### config.mk
export PLATFORM = sky130hd
export DESIGN_NAME = hram_rd_streamer_flat
export DESIGN_NICKNAME = d
export VERILOG_FILES = /design/src/rtl/hram_rd_streamer_if.sv /design/src/rtl/hram_rd_streamer.sv /design/src/flat_wrapper.sv
export SDC_FILE = /design/constraint.sdc
export NUM_CORES = 1
export LEC_CHECK = 0
export CORE_MARGIN = 1.5
export CORE_UTILIZATION = 55
export DETAILED_ROUTE_END_ITERATION = 16
export PLACE_DENSITY = 0.75
export SLEW_MARGIN = 20
export SYNTH_ARGS = -nofsm -noshare
export SYNTH_HDL_FRONTEND = slang
export SYNTH_SLANG_ARGS = --single-unit
export TNS_END_PERCENT = 30
### constraint.sdc
create_clock -name clk -period 5.2 [get_ports clk]
set_clock_uncertainty 0.2 [all_clocks]
set_input_delay 1.04 -clock clk [delete_from_list [all_inputs] [get_ports clk]]
set_output_delay 1.04 -clock clk [all_outputs]
set_load 0.03 [all_outputs]
### src/rtl/hram_rd_streamer_if.sv
// hram_rd_streamer_if: read-word input and uart_tx handshake bundle for the read-return streamer.
// The slave view belongs to the streamer and the master view to the controller/UART side.
interface hram_rd_streamer_if;
    logic [31:0] rd_d;
    logic        rd_rdy;
    logic        tx_ready;
    logic        tx_start;
    logic [7:0]  tx_data;
    modport master (output rd_d, rd_rdy, tx_ready, input tx_start, tx_data);
    modport slave (input rd_d, rd_rdy, tx_ready, output tx_start, tx_data);
endinterface

### src/rtl/hram_rd_streamer.sv
// hram_rd_streamer: buffers HyperRAM read words in a FIFO and serializes them MSB byte first to uart_tx.
// tx_start is combinational from START and tx_ready, which gives the two-cycle first-byte latency.
module hram_rd_streamer #(
    parameter int DEPTH         = 16,
    parameter int START_TIMEOUT = 4
) (
    input  logic                     clk,
    input  logic                     rstn,
    input  logic                     clear,
    hram_rd_streamer_if.slave        bus,
    output logic [$clog2(DEPTH):0]   fifo_count,
    output logic                     empty,
    output logic                     overflow,
    output logic                     busy
);
    localparam int AW = $clog2(DEPTH);
    localparam int TW = $clog2(START_TIMEOUT + 1);
    localparam logic [AW:0] FULL_CNT = (AW + 1)'(DEPTH);
    localparam logic [TW-1:0] TMO_LAST = TW'(START_TIMEOUT - 1);

    typedef enum logic [1:0] {IDLE, START, WAIT_LOW, WAIT_HIGH} state_e;

    state_e        state_q, state_d;
    logic [AW-1:0] wptr_q, wptr_d, rptr_q, rptr_d;
    logic [AW:0]   count_q, count_d;
    logic          ovf_q, ovf_d;
    logic [31:0]   shift_q, shift_d;
    logic [1:0]    bcnt_q, bcnt_d;
    logic [TW-1:0] tmo_q, tmo_d;
    logic [31:0]   mem [DEPTH];
    logic          full, pop, push;

    assign full = count_q == FULL_CNT;
    assign pop  = state_q == IDLE && count_q != '0 && !clear;
    // A full FIFO still takes a word when the serializer pops in the same cycle.
    assign push = bus.rd_rdy && (!full || pop) && !clear;

    always_comb begin
        wptr_d  = clear ? '0 : wptr_q + AW'(push);
        rptr_d  = clear ? '0 : rptr_q + AW'(pop);
        count_d = clear ? '0 : count_q + (AW + 1)'(push) - (AW + 1)'(pop);
        ovf_d   = !clear && (ovf_q || (bus.rd_rdy && full && !pop));
    end

    always_comb begin
        state_d      = state_q;
        shift_d      = shift_q;
        bcnt_d       = bcnt_q;
        tmo_d        = tmo_q;
        bus.tx_start = 1'b0;
        case (state_q)
            IDLE: if (pop) begin
                shift_d = mem[rptr_q];
                bcnt_d  = 2'd3;
                state_d = START;
            end
            START: if (bus.tx_ready) begin
                bus.tx_start = 1'b1;
                tmo_d        = '0;
                state_d      = WAIT_LOW;
            end
            WAIT_LOW: begin
                if (!bus.tx_ready) state_d = WAIT_HIGH;
                else if (tmo_q == TMO_LAST) state_d = START;
                else tmo_d = tmo_q + 1'b1;
            end
            WAIT_HIGH: if (bus.tx_ready) begin
                // The last byte stays in the shift register so tx_data holds until the next pop.
                if (bcnt_q == 2'd0) state_d = IDLE;
                else begin
                    shift_d = {shift_q[23:0], 8'h00};
                    bcnt_d  = bcnt_q - 2'd1;
                    state_d = START;
                end
            end
            default: state_d = IDLE;
        endcase
        if (clear) begin
            state_d      = IDLE;
            bus.tx_start = 1'b0;
        end
    end

    always_ff @(posedge clk or negedge rstn) begin
        if (!rstn) begin
            state_q <= IDLE;
            wptr_q  <= '0;
            rptr_q  <= '0;
            count_q <= '0;
            ovf_q   <= 1'b0;
            shift_q <= '0;
            bcnt_q  <= '0;
            tmo_q   <= '0;
        end else begin
            state_q <= state_d;
            wptr_q  <= wptr_d;
            rptr_q  <= rptr_d;
            count_q <= count_d;
            ovf_q   <= ovf_d;
            shift_q <= shift_d;
            bcnt_q  <= bcnt_d;
            tmo_q   <= tmo_d;
        end
    end

    always_ff @(posedge clk) begin
        if (push) mem[wptr_q] <= bus.rd_d;
    end

    assign bus.tx_data = shift_q[31:24];
    assign fifo_count  = count_q;
    assign empty       = count_q == '0;
    assign overflow    = ovf_q;
    assign busy        = state_q != IDLE;
endmodule

### src/flat_wrapper.sv
// flat-port wrapper written by rule: the top's interface ports become plain ports
module hram_rd_streamer_flat 
#(
    parameter int DEPTH         = 16,
    parameter int START_TIMEOUT = 4
)
  (clk, rstn, clear, fifo_count, empty, overflow, busy, bus_rd_d, bus_rd_rdy, bus_tx_ready, bus_tx_start, bus_tx_data);
  hram_rd_streamer_if bus_i ();
  input  logic clk;
  input  logic rstn;
  input  logic clear;
  output logic [$clog2(DEPTH):0] fifo_count;
  output logic empty;
  output logic overflow;
  output logic busy;
  input wire logic [$bits(bus_i.rd_d)-1:0] bus_rd_d;
  input wire logic [$bits(bus_i.rd_rdy)-1:0] bus_rd_rdy;
  input wire logic [$bits(bus_i.tx_ready)-1:0] bus_tx_ready;
  output wire logic [$bits(bus_i.tx_start)-1:0] bus_tx_start;
  output wire logic [$bits(bus_i.tx_data)-1:0] bus_tx_data;
  assign bus_i.rd_d = bus_rd_d;
  assign bus_i.rd_rdy = bus_rd_rdy;
  assign bus_i.tx_ready = bus_tx_ready;
  assign bus_tx_start = bus_i.tx_start;
  assign bus_tx_data = bus_i.tx_data;
  hram_rd_streamer #(.DEPTH(DEPTH), .START_TIMEOUT(START_TIMEOUT)) u_core (.clk(clk), .rstn(rstn), .clear(clear), .bus(bus_i), .fifo_count(fifo_count), .empty(empty), .overflow(overflow), .busy(busy));
endmodule
==> metrics.yaml <==
synth_top_cell_by_area: "sky130_fd_sc_hd__edfxtp_1"
design_area_mm2: 0.0248
die-height_um: 202
vias_per_cell: 6.34
number_of_global_route_vias_before_repair: 10800
total_power_consumption_of_the_routed_design_uw: 11100
power.clock.fraction_pct: 32.9
grt_antenna_before_repair: 0
io_buffer_count: 53
grt_start_max_net_pins: 90
globalRouteTotalUtil_pct: 24.2
worstHoldPathCells: 1
fin_tns_setup_ns: 0
gp_congestion: 0.795
worstHoldEndpoint: "u_core.shift_q[6]"
switching_share_pct: 25.7
design.core.area_mm2: 0.0389
arrival_time_at_the_worst_endpoint_ns: 4.04
post_cts.repair.setup_buffers: 0
worstHoldPathType: "reg -> reg"
avgRoutedWirePerCell_um: 28.6
count_of_flip_flops_with_a_built_in_enable_after_synthesis: 512
floorplan.die_area_mm2: 0.0408
tritoncts.num_buffers: 53
synth-async-reset-ratio_pct: 9.38
clock_path_buffers: 3
drt_first_pass_iters: 5
detailedRoute.firstIterationViolations: 1154
synth_area_leaders: "sky130_fd_sc_hd__edfxtp_1, sky130_fd_sc_hd__mux4_2, sky130_fd_sc_hd__dfrtp_1"
drive_above_1_share_pct: 23.0
regToRegEndpoint: "u_core.mem[12][26]"
finalCriticalPeriod_ns: 3.96
power_frac_seq_pct: 48.4
placedInstanceArea_mm2: 0.0231
grt_first_pass_wirelength_um: 71200
clk_root_buffer_cell: "sky130_fd_sc_hd__clkbuf_16"
yosysSeqAreaShare_pct: 76.6
mappedNetlistNets: 1094
drv_cap: 0
synth.ff_latch_count: 565
num_vias: 10600
rsz_0062_raised_after_global_routing: "no"
setup_viol_count_final: 0
cp_slowest_cell: "sky130_fd_sc_hd__a311oi_2"
status: "finished clean"
route.final.wire_length_um: 47900
chipWidth_um: 202
grt.overflow.total: 0
rr_worst_depth: 5
timing.critical_path.from_type: "input port"
holdWs_ns: 0.310
synthCells: 1043
power.internal_uw: 8280
synthDistinctLibCells: 43
power_per_cell_area_mw_per_mm2: 450
hold_viol: 0
post_route_antenna_net_violation_count: 0
hpwl_um: 28800
cp_slowest_stage_delay_ns: 0.66
nFillCells: 2563
vdd_drop_max_v: 0.000268
rows: 72
starting_density_of_the_core_pct: 56.0
r2r-start: "u_core.state_q[0]"
timing.final.max_slew_violations: 0
cts_resized: 0
most-common-layout-cells: "sky130_fd_sc_hd__edfxtp_1, sky130_fd_sc_hd__mux4_2, sky130_fd_sc_hd__nand2_1, sky130_fd_sc_hd__clkbuf_16, sky130_fd_sc_hd__clkdlybuf4s50_1"
cts_sinks: 565
cells_traversed_along_the_worst_timing_path: "clkdlybuf4s50_1 -> or3_1 -> a311oi_2 -> or3b_1 -> nor2_4 -> buf_12"
tightest_slew_ns: 1.04
max-slew-margin-rel_pct: 30.4
most_frequent_standard_cell_in_the_layout_excluding_fill_and_tap_cells: "sky130_fd_sc_hd__edfxtp_1"
power.combinational.fraction_pct: 18.7
synth_largest_type_area_fraction_pct: 70.5
area_growth_syn_to_layout_pct: 13.6
finalCritPeriodShare_pct: 76.1
syn_area_per_cell_um2: 20.9
sequential_area_mm2: 0.0167
route.detailed.drc: 0
cp-end-kind: "flop"
ys.flop_type: "sky130_fd_sc_hd__edfxtp_1"
clkSlewWorstSetupHoldPaths_ns: 0.06
insertion_delay_ns: 0.57
final_net_count: 1169
clock_tree.htree_level_count: 2
hold_start: "u_core.shift_q[6]"
reg2reg_setup_slack_ns: 1.54
timing.critical_path.fanout_max: 19
fmax_ghz: 0.253
worst-endpoint-required_ns: 5.28
multi_input_area_mm2: 0.00485
top_level_ports: 54
post_synth_design_cell_area_mm2: 0.0218
power.net_switching_uw: 2860
p_leak_uw: 0.00782
worst-setup-path-type: "in -> reg"
yosys_warnings: 0
post_cts_hold_buffer_count: 0
n_antenna_cell: 0
tritoncts: "built"
## synth_stat cells, types with 2 or more instances
library cell / count
sky130_fd_sc_hd__buf_1: 5
sky130_fd_sc_hd__and2_1: 2
sky130_fd_sc_hd__nand3b_1: 3
sky130_fd_sc_hd__nand3_1: 4
sky130_fd_sc_hd__clkbuf_1: 38
sky130_fd_sc_hd__o22a_1: 24
sky130_fd_sc_hd__buf_4: 14
sky130_fd_sc_hd__inv_1: 15
sky130_fd_sc_hd__dfrtp_1: 53
sky130_fd_sc_hd__buf_2: 9
sky130_fd_sc_hd__o21ai_0: 6
sky130_fd_sc_hd__a22o_1: 8
sky130_fd_sc_hd__xnor2_1: 3
sky130_fd_sc_hd__ha_1: 13
sky130_fd_sc_hd__nand2_1: 55
sky130_fd_sc_hd__nor3b_1: 2
sky130_fd_sc_hd__mux4_2: 136
sky130_fd_sc_hd__a22oi_1: 48
sky130_fd_sc_hd__edfxtp_1: 512
sky130_fd_sc_hd__nor2b_1: 10
sky130_fd_sc_hd__a21oi_1: 29
sky130_fd_sc_hd__nor2_1: 25
sky130_fd_sc_hd__xor2_1: 3
sky130_fd_sc_hd__nor3_1: 5
sky130_fd_sc_hd__nand2b_1: 3
## power by group through the flow
stage | Sequential [µW] | Combinational [µW] | Clock (µW)
after floorplan | 5370 | 1560 | 0
after global placement | 5470 | 2050 | 0
after detailed placement | 5480 | 2090 | 0
after CTS | 5390 | 2120 | 3710
after global routing | 5420 | 2260 | 3870
final | 5390 | 2090 | 3670
## final cells by class
cell class | count | share of cell area (%)
timing repair buffer | 87 | 3.46
multi-input combinational | 396 | 19.6
inverter | 15 | 0.227
clock buffer | 67 | 5.78
clock inverter | 28 | 0.819
tap | 518 | 2.62
sequential | 565 | 67.5
## per-layer routing
| metal | vias to the layer above | global-route usage, % | share of wire (%) |
|---|---|---|---|
| met5 | - | 0 | 0 |
| met4 | 0 | 8.56 | 3.2 |
| met3 | 97 | 5.47 | 8.6 |
| met2 | 512 | 38.7 | 49 |
| met1 | 5575 | 33.1 | 39 |
| li1 | 4434 | - | - |
## kinds of logic (layout without fill, tap and decap cells)
logic type      after synthesis  after routing  synth area share, %
flops                       565            565                 76.6
mux                         136            136                 14.1
compound gates              125            125                 4.12
simple gates                115            115                 2.40
buf+inv                      82            197                 1.74
fa+ha+maj                    14             14                0.838
xor+xnor                      6              6                0.241
## how the worst max path moves through the flow
stage / endpoint / slack (ns) / startpoint
2_1_floorplan: u_core.mem[1][0] / 0.13 / clear
3_3_place_gp: u_core.mem[12][27] / 0.74 / clear
3_5_place_dp: u_core.mem[12][27] / 0.66 / clear
4_1_cts: u_core.mem[12][26] / 1.24 / clear
5_1_grt: empty / 1.07 / u_core.fifo_count[2]
6_report: u_core.mem[12][26] / 1.24 / clear
## state kept, by name, indices dropped and copies added, names as in the netlist
name,flops
u_core.overflow,1
u_core.rptr_q,4
u_core.shift_q,32
u_core.mem,512
u_core.bcnt_q,2
u_core.state_q,2
u_core.tmo_q,3
u_core.wptr_q,4
u_core.fifo_count,5
## stage by stage
| step | setup slack (ns) | utilization (%) | std cells |
|---|---|---|---|
| floorplan | 0.131 | - | 1043 |
| global placement | 0.739 | 59.4 | 1581 |
| detailed placement | 0.657 | 59.4 | 1581 |
| CTS | 1.24 | 63.6 | 1676 |
| global route | 1.07 | 63.6 | 1676 |
| finish | 1.24 | 63.6 | 1676 |
## worst max-delay path: cells and delay by family
family,cells,cell delay (ns)
simple gates,3,1.65
buf+inv,2,0.67
compound gates,1,0.66
Power figures use the tool's default switching activity.
